## config.mk

```make
export PLATFORM = sky130hd
export DESIGN_NAME = regfile_wb_arbiter_flat
export DESIGN_NICKNAME = d
export VERILOG_FILES = /design/src/rtl/regfile_wb_arbiter_if.sv /design/src/rtl/regfile_wb_arbiter.sv /design/src/flat_wrapper.sv
export SDC_FILE = /design/constraint.sdc
export NUM_CORES = 1
export LEC_CHECK = 0
export BUFFER_PORTS_ARGS = -buffer_cell sky130_fd_sc_hd__buf_4
export CAP_MARGIN = 40
export CORE_UTILIZATION = 28
export CTS_CLUSTER_DIAMETER = 50
export CTS_CLUSTER_SIZE = 25
export DETAILED_ROUTE_END_ITERATION = 10
export PLACE_DENSITY = 0.57
export SLEW_MARGIN = 40
export SYNTH_ARGS = -nofsm -noshare
export SYNTH_HDL_FRONTEND = slang
export SYNTH_SLANG_ARGS = --single-unit
```

## constraint.sdc

```tcl
create_clock -name clk -period 6.1 [get_ports clk]
set_clock_uncertainty 0.05 [all_clocks]
set_input_delay 1.83 -clock clk [delete_from_list [all_inputs] [get_ports clk]]
set_output_delay 1.83 -clock clk [all_outputs]
set_load 0.005 [all_outputs]
```

## src/rtl/regfile_wb_arbiter_if.sv

```systemverilog
// Write-back arbiter bus: requester handshakes, reservations,
// scoreboard status and the register-file write port.
interface regfile_wb_arbiter_if #(
  parameter int NREQ = 3
);
  logic [NREQ-1:0]    req_valid;
  logic [4*NREQ-1:0]  req_rd;
  logic [32*NREQ-1:0] req_data;
  logic [NREQ-1:0]    req_ready;
  logic               reserve_valid;
  logic [3:0]         reserve_rd;
  logic               reserve_ready;
  logic [15:0]        busy;
  logic               wb_we;
  logic [3:0]         wb_rd;
  logic [31:0]        wb_data;
  logic               err_r15;
  logic               err_unres;

  modport master (
    output req_valid, req_rd, req_data,
    output reserve_valid, reserve_rd,
    input  req_ready, reserve_ready, busy,
    input  wb_we, wb_rd, wb_data,
    input  err_r15, err_unres
  );

  modport slave (
    input  req_valid, req_rd, req_data,
    input  reserve_valid, reserve_rd,
    output req_ready, reserve_ready, busy,
    output wb_we, wb_rd, wb_data,
    output err_r15, err_unres
  );
endinterface

```

## src/rtl/regfile_wb_arbiter.sv

```systemverilog
// Round-robin write-back arbiter for the shared register-file
// write port, with per-register pending-write counters.
module regfile_wb_arbiter #(
  parameter int NREQ  = 3,
  parameter int CNT_W = 2
) (
  input logic clk,
  input logic rst_n,
  regfile_wb_arbiter_if.slave bus
);

  localparam int PW = (NREQ > 1) ? $clog2(NREQ) : 1;
  localparam logic [CNT_W-1:0] CMAX = '1;
  localparam logic [3:0] R15 = 4'd15;

  logic [PW-1:0]    ptr_q, ptr_d;
  logic [CNT_W-1:0] cnt_q [16];
  logic [CNT_W-1:0] cnt_d [16];

  logic [NREQ-1:0] gnt;
  logic [PW-1:0]   gidx;
  logic            xfer;
  logic [3:0]      xrd;
  logic [31:0]     xdata;
  logic            wr_ok;
  logic            res_ok;
  logic            res_r15;
  logic            xfer_r15;
  logic [15:0]     busy_w;

  logic            wb_we_q;
  logic [3:0]      wb_rd_q;
  logic [31:0]     wb_data_q;
  logic            err_r15_q;
  logic            err_unres_q;

  // First valid requester scanning from ptr, wrapping modulo NREQ
  always_comb begin
    xfer = 1'b0;
    gidx = '0;
    for (int k = 0; k < NREQ; k++) begin
      int idx;
      idx = int'(ptr_q) + k;
      if (idx >= NREQ) idx = idx - NREQ;
      if (!xfer && bus.req_valid[idx]) begin
        xfer = 1'b1;
        gidx = PW'(idx);
      end
    end
    gnt = '0;
    if (xfer) gnt[gidx] = 1'b1;
  end

  assign xrd      = bus.req_rd[int'(gidx)*4 +: 4];
  assign xdata    = bus.req_data[int'(gidx)*32 +: 32];
  assign wr_ok    = xfer && (xrd != R15);
  assign xfer_r15 = xfer && (xrd == R15);
  assign res_r15  = bus.reserve_valid &&
                    (bus.reserve_rd == R15);

  // A same-cycle write to the reserved rd frees a slot, so a
  // saturated counter can still take the reservation.
  assign res_ok = bus.reserve_valid &&
                  (bus.reserve_rd != R15) &&
                  ((cnt_q[bus.reserve_rd] != CMAX) ||
                   (wr_ok && (xrd == bus.reserve_rd)));

  assign bus.req_ready     = gnt;
  assign bus.reserve_ready = res_ok;

  // Pointer advances past the granted requester
  always_comb begin
    ptr_d = ptr_q;
    if (xfer) begin
      if (gidx == PW'(NREQ - 1)) ptr_d = '0;
      else                       ptr_d = gidx + 1'b1;
    end
  end

  // Counter update: +1 on reserve, -1 on write, hold on both
  always_comb begin
    for (int r = 0; r < 16; r++) begin
      logic inc;
      logic dec;
      inc = res_ok && (bus.reserve_rd == 4'(r));
      dec = wr_ok && (xrd == 4'(r));
      cnt_d[r] = cnt_q[r];
      if (inc && !dec) begin
        cnt_d[r] = cnt_q[r] + 1'b1;
      end else if (dec && !inc && (cnt_q[r] != '0)) begin
        cnt_d[r] = cnt_q[r] - 1'b1;
      end
    end
  end

  // Busy flags straight from the registered counters
  always_comb begin
    for (int r = 0; r < 16; r++) busy_w[r] = |cnt_q[r];
    busy_w[15] = 1'b0;
  end

  assign bus.busy = busy_w;

  // Arbiter pointer and scoreboard counters
  always_ff @(posedge clk or negedge rst_n) begin
    if (!rst_n) begin
      ptr_q <= '0;
      for (int r = 0; r < 16; r++) cnt_q[r] <= '0;
    end else begin
      ptr_q <= ptr_d;
      for (int r = 0; r < 16; r++) cnt_q[r] <= cnt_d[r];
    end
  end

  // Registered write port and error pulses
  always_ff @(posedge clk or negedge rst_n) begin
    if (!rst_n) begin
      wb_we_q     <= 1'b0;
      wb_rd_q     <= '0;
      wb_data_q   <= '0;
      err_r15_q   <= 1'b0;
      err_unres_q <= 1'b0;
    end else begin
      wb_we_q     <= wr_ok;
      err_r15_q   <= xfer_r15 || res_r15;
      err_unres_q <= wr_ok && (cnt_q[xrd] == '0);
      if (wr_ok) begin
        wb_rd_q   <= xrd;
        wb_data_q <= xdata;
      end
    end
  end

  assign bus.wb_we     = wb_we_q;
  assign bus.wb_rd     = wb_rd_q;
  assign bus.wb_data   = wb_data_q;
  assign bus.err_r15   = err_r15_q;
  assign bus.err_unres = err_unres_q;

endmodule

```

## src/flat_wrapper.sv

```systemverilog
// flat-port wrapper written by rule: the top's interface ports become plain ports
module regfile_wb_arbiter_flat 
#(
  parameter int NREQ  = 3,
  parameter int CNT_W = 2
)
  (clk, rst_n, bus_req_valid, bus_req_rd, bus_req_data, bus_reserve_valid, bus_reserve_rd, bus_req_ready, bus_reserve_ready, bus_busy, bus_wb_we, bus_wb_rd, bus_wb_data, bus_err_r15, bus_err_unres);
  regfile_wb_arbiter_if #(.NREQ(NREQ)) bus_i ();
  input logic clk;
  input logic rst_n;
  input wire logic [$bits(bus_i.req_valid)-1:0] bus_req_valid;
  input wire logic [$bits(bus_i.req_rd)-1:0] bus_req_rd;
  input wire logic [$bits(bus_i.req_data)-1:0] bus_req_data;
  input wire logic [$bits(bus_i.reserve_valid)-1:0] bus_reserve_valid;
  input wire logic [$bits(bus_i.reserve_rd)-1:0] bus_reserve_rd;
  output wire logic [$bits(bus_i.req_ready)-1:0] bus_req_ready;
  output wire logic [$bits(bus_i.reserve_ready)-1:0] bus_reserve_ready;
  output wire logic [$bits(bus_i.busy)-1:0] bus_busy;
  output wire logic [$bits(bus_i.wb_we)-1:0] bus_wb_we;
  output wire logic [$bits(bus_i.wb_rd)-1:0] bus_wb_rd;
  output wire logic [$bits(bus_i.wb_data)-1:0] bus_wb_data;
  output wire logic [$bits(bus_i.err_r15)-1:0] bus_err_r15;
  output wire logic [$bits(bus_i.err_unres)-1:0] bus_err_unres;
  assign bus_i.req_valid = bus_req_valid;
  assign bus_i.req_rd = bus_req_rd;
  assign bus_i.req_data = bus_req_data;
  assign bus_i.reserve_valid = bus_reserve_valid;
  assign bus_i.reserve_rd = bus_reserve_rd;
  assign bus_req_ready = bus_i.req_ready;
  assign bus_reserve_ready = bus_i.reserve_ready;
  assign bus_busy = bus_i.busy;
  assign bus_wb_we = bus_i.wb_we;
  assign bus_wb_rd = bus_i.wb_rd;
  assign bus_wb_data = bus_i.wb_data;
  assign bus_err_r15 = bus_i.err_r15;
  assign bus_err_unres = bus_i.err_unres;
  regfile_wb_arbiter #(.NREQ(NREQ), .CNT_W(CNT_W)) u_core (.clk(clk), .rst_n(rst_n), .bus(bus_i));
endmodule
```

Word level (Yosys, flattened, before mapping)
Index checks and enable logic that the tools add are counted.

storage, ports and cells
  bits in registers = 73
  input bits = 118
  output and inout port bits = 59
  word-level logic and storage cells = 345

operators by class
  $add $sub $neg = 38
  $lt $le $gt $ge = 10
  equality and inequality tests = 35
  shift operators = 2
  mux-type cells = 60
  bitwise gates (word level) = 2
  reduce and logical (&&, ||, !) cells = 176

operators with widths
  operator                                                                               number
  32-bit by 4-bit less-than comparator with 1-bit output (second input constant)         3
  32-bit two-way mux                                                                     3
  96-bit by 8-bit variable part select with 32-bit output                                1
  1-bit logical AND                                                                      90
  2-bit two-way mux                                                                      40
  4-bit == test (second input constant)                                                  16
  32-bit by 3-bit greater-or-equal comparator with 1-bit output (second input constant)  2
  2-bit nonzero test                                                                     32
  32-bit by 3-bit subtractor with 32-bit output (second input constant)                  2
  2-bit by 1-bit adder with 2-bit output (second input constant)                         17
  1-bit logical NOT                                                                      34
  4-bit by 3-bit == test with 1-bit output (second input constant)                       8
  2-bit by 1-bit subtractor with 2-bit output (second input constant)                    16
  2-bit OR reduction                                                                     15
  2-bit binary-select mux with 4-bit select                                              2
  4-bit by 2-bit == test with 1-bit output (second input constant)                       4
  12-bit by 5-bit variable part select with 4-bit output                                 1
  5-bit greater-or-equal comparator (second input constant)                              2
  1-bit two-way mux                                                                      10
  4-bit inverter with 5-bit output                                                       2
  4-bit by 1-bit == test with 1-bit output (second input constant)                       2
  4-bit logical NOT                                                                      2
  4-bit inequality test (second input constant)                                          2
  1-bit binary-select mux with 2-bit select                                              3
  other kinds (13)                                                                       14

Logic depth before layout (Yosys ltp)
  depth after elaboration = 24
  depth in mapped cells = 15
  depth with buffers taken out = 13

Worst setup path after synthesis
No wires, ideal clock.

  path type = input to output
  start = in bus_req_valid[0]
  end = out bus_reserve_ready
  arrival time = 3797 ps
  required time = 4220 ps
  path slack = 423 ps
  stages = 10
  buffers on the path = 0
  path through = nand2b_1 a21o_1 a32oi_4 inv_4 mux2_4 a22oi_1 o211a_2 o21a_1 nor2_1 nor3b_1

on the way
  word-level cells in the longest chain between the ends = 16
  elaborated cells on any way between the ends = 26
  classes of those cells = eq/ne: 2; shift: 1; mux: 15; reduce/logical: 8

ends and longest elaborated chain
  item                                                    RTL line                  text
  start, declared                                         flat_wrapper.sv:11        input wire logic [$bits(bus_i.req_valid)-1:0] bus_req_valid;
  1-bit binary-select mux with 2-bit select               regfile_wb_arbiter.sv:45  if (!xfer && bus.req_valid[idx]) begin
  1-bit two-way mux (implied by the code) (2 in a row)    regfile_wb_arbiter.sv:45
  1-bit two-way mux                                       regfile_wb_arbiter.sv:45
  1-bit logical NOT                                       regfile_wb_arbiter.sv:45
  1-bit logical AND                                       regfile_wb_arbiter.sv:45
  1-bit two-way mux                                       regfile_wb_arbiter.sv:45
  1-bit logical NOT                                       regfile_wb_arbiter.sv:45
  1-bit logical AND                                       regfile_wb_arbiter.sv:45
  2-bit two-way mux                                       regfile_wb_arbiter.sv:45
  12-bit by 5-bit variable part select with 4-bit output  regfile_wb_arbiter.sv:54  assign xrd = bus.req_rd[int'(gidx)*4 +: 4];
  4-bit inequality test                                   regfile_wb_arbiter.sv:56  assign wr_ok = xfer && (xrd != R15);
  1-bit logical AND                                       regfile_wb_arbiter.sv:56
  1-bit logical AND (*)                                   regfile_wb_arbiter.sv:66  (wr_ok && (xrd == bus.reserve_rd)));
  1-bit logical OR (*)                                    regfile_wb_arbiter.sv:65  ((cnt_q[bus.reserve_rd] != CMAX) ||
  1-bit logical AND (*)                                   regfile_wb_arbiter.sv:64  (bus.reserve_rd != R15) &&
  end, declared                                           flat_wrapper.sv:17        output wire logic [$bits(bus_i.reserve_ready)-1:0] bus_reserve_ready;

Mark *: on every way between the ends. The rest lies on a longest branch, timed or not. The select of a mux whose other input is x is not followed.

Final worst setup path
  start = in bus_req_valid[2]
  end = out bus_reserve_ready

Same word-level chain as after synthesis.

==> results.md <==
* Syn Nets at 769
* Largest family of logic cells by synthesized area: simple AND/OR/NAND/NOR gates
* Pwr Density at 539 mW/mm^2
* Final instance count without filler cells at 1051
* Global Route Usage Sum at 17.8%
* Crit end category: output port
* DP HPWL at 12600 um
* LEAKAGE at 3.28 nW
* Initial core utilization at 28.6%
* Async SR Flop Fraction at 100%
* # resized after CTS at 0
* Total Wirelength at 17000 um
* Synth Register Bits at 73
* Number of synthesized flops with an enable pin at 0
* Largest net degree at the start of global routing at 74
* Postcts setup bufs at 0
* Most frequent cells in the layout: buf_4, nand2_1, dfrtp_1
* DR vias at 5254
* HP Start: u_core.cnt_q[0]
* Post-Place Cell Area at 0.00676 mm^2
* Worst Slack Setup Final at 232 ps
* CTS buffer count at 9
* DRT iter0 DRCs at 221
* Sequential fraction of the synthesis area at 35.5%
* Dpl ws at 144 ps
* Distinct cells, synth at 70
* Die area at 0.0189 mm^2
* Status: finished clean
* Antenna Nets Post-Route at 0
* Top-area cell type share of the netlist area at 35.5%
* XOR/XNOR share of the synthesized area at 2.90%
* Design area at 0.00708 mm^2
* Initial antenna violation count at 0
* Hold path depth at 0
* Mean Syn Cell Area at 7.94 um^2
* CP Launch Type: primary input
* Synth area leader: dfrtp_1
* CP required at 4220 ps
* # clock sinks at 73
* GP Congestion at 0.884
* Total congestion overflow at 0
* Setup Viol. Count Final at 0
* Post-Synth Adder-Cell Area at 0.730%
* Nets at 938
* Hold buffers post-CTS at 0
* Clock root buffer: clkbuf_16
* Number of global-route vias before repair at 4780
* Pwr Total at 0.00381 W
* Die Wd at 138 um
* WS Path Type: in2out
* CTS tree: yes
* Multi-input logic area at 0.00313 mm^2
* End of the worst hold path: u_core.cnt_q[0]
* Slew Limit Fails at 0
* FF-to-FF Start: u_core.ptr_q[0]
* H-tree depth at 3
* First-pass DRT Iterations at 5
* Wirelength per Cell at 16.1 um
* Max Buffers Root-to-Sink at 2
* Max-slew headroom at 50.9%
* Worst-Margin Slew at 734 ps
* Worst Path Max Fanout at 5
* Vias/cell at 5.00
* RR Endpoint: u_core.bus.wb_rd[3]
* Area growth syn-to-layout at 37.6%
* Diode count at 0
* PortBufs at 175
* Fmax at 170 MHz
* Ys Warns at 0
* Max-Cap Viols at 0
* Hold Vio Cnt, Final at 0
* RSZ-0062 raised after global routing: no
* R2R cell count at 11
* Mux contribution to synthesized area at 4.67%
* Post-synthesis compound-gate area fraction at 24.7%
* Area contributors post-synth: dfrtp_1, nand2_1, a311o_1
* FP Rows at 49
* Ys flop type: dfrtp_1
* Synth Cell Area at 0.00514 mm^2
* Commonest non-fill, non-tap cell in the layout: buf_4
* Cells after synthesis at 648
* FF-to-FF setup slack at 2280 ps
* Crit path DAT at 3990 ps
* Reg area at 0.00183 mm^2
* Io pins at 177
* Worst Hold Class: reg2reg
* Residual DRC count at 0
* Peak VDD IR at 191 uV
* Die H at 138 um
* Period Utilization, post-route at 96.2%
* First-pass GRT wire length at 25600 um
* Layout cells sized above 1 at 30.7%
* Setup Total Neg Slack at 0 ps
* Crit path time final at 5870 ps
* Synth Area in Simple Gates at 27.4%
* Core area at 0.0180 mm^2
* Reg clk slew, reported paths at 60 ps
* Inst Count DP at 1035
* Fill cells at 1892
* Clock latency on the worst-skew pair at 340 ps
==> cells by family (layout without fill, tap and decap cells) <==
logic type	after synthesis	after routing
AO/OA/AOI/OAI	162	162
XOR/XNOR	17	17
adder cells (fa/ha/maj)	3	3
buffers and inverters	50	224
flip-flops	73	73
multiplexers	20	20
other	1	1
AND/OR/NAND/NOR	322	322
==> layout make-up <==
cell class | instances | share of cell area, %
inverters | 15 | 0.831
repair buffers | 193 | 20.7
well taps | 229 | 4.05
clock buffers | 9 | 3.18
multi-input cells | 525 | 44.3
clock inverters | 7 | 1.13
flip-flops and latches | 73 | 25.8
==> worst max-delay path by stage <==
stage	from	to	slack, ps
after floorplan	bus_req_valid[0]	bus_reserve_ready	420
after global placement	bus_req_valid[2]	bus_reserve_ready	140
after detailed placement	bus_req_valid[2]	bus_reserve_ready	140
after CTS	bus_req_valid[2]	bus_reserve_ready	130
after global routing	bus_req_valid[2]	bus_reserve_ready	90
final	bus_req_valid[2]	bus_reserve_ready	230
==> synth_stat cells, types with 3 or more instances <==
cell type  count
o21ai_1        4
a211oi_1       5
a31oi_1        4
o2111ai_1      3
o22ai_1        4
or2_2         15
dfrtp_1       73
nor3b_1        3
a2bb2oi_1      3
or3_1          3
clkbuf_1      26
nand2b_1       7
o21ai_0       26
o211ai_1       8
nor2b_1       14
a311o_1       32
mux2_2         3
ha_1           3
nand2_1      167
nor2_1        67
mux2i_1       12
buf_2          6
nor3_1        10
o31ai_1        4
and2_1         3
inv_1         14
and3_1         4
o21a_1         5
o2111a_1       3
a22oi_1        6
xor2_1         3
a21oi_1       28
nand3_1       16
xnor2_1       14
nor2_2         4
==> power by group <==
part	internal [W]	switching (W)	leakage (nW)
clock	0.000321	0.000237	0.142
combinational	0.00106	0.00132	2.24
sequential	0.000713	0.000156	0.898
==> worst max-delay path, cell delays in order <==
cell and delay, ps:
buf_4 120, and3b_1 250, o221a_2 230, and3_1 270
o211ai_1 120, a211o_1 320, o21ai_0 240, o21a_1 200
nor2_1 60, nor3b_2 220, buf_4 140
==> flip-flops by register name (all words and copies together), names as in the netlist <==
| signal | flops |
|---|---|
| u_core.bus.err_r15 | 1 |
| u_core.bus.wb_data | 32 |
| u_core.ptr_q | 2 |
| u_core.bus.err_unres | 1 |
| u_core.cnt_q | 32 |
| u_core.bus.wb_rd | 4 |
| u_core.bus.wb_we | 1 |
==> stage by stage <==
stage	utilization (%)	hold slack [ps]
after CTS	39.3	351
after detailed placement	37.6	337
after global placement	37.6	334
final	39.4	350
after floorplan	-	395
after global routing	39.4	381
==> layer usage <==
layer  global-route usage (%)  up-vias  share of wire [%]
met5                        0        -                  0
met4                     4.82        0               0.99
met3                     3.79       12                4.5
met2                     28.4      116                 49
met1                     24.1     2489                 46
li1                         -     2637                  -
(Power assumes the default switching activity.)
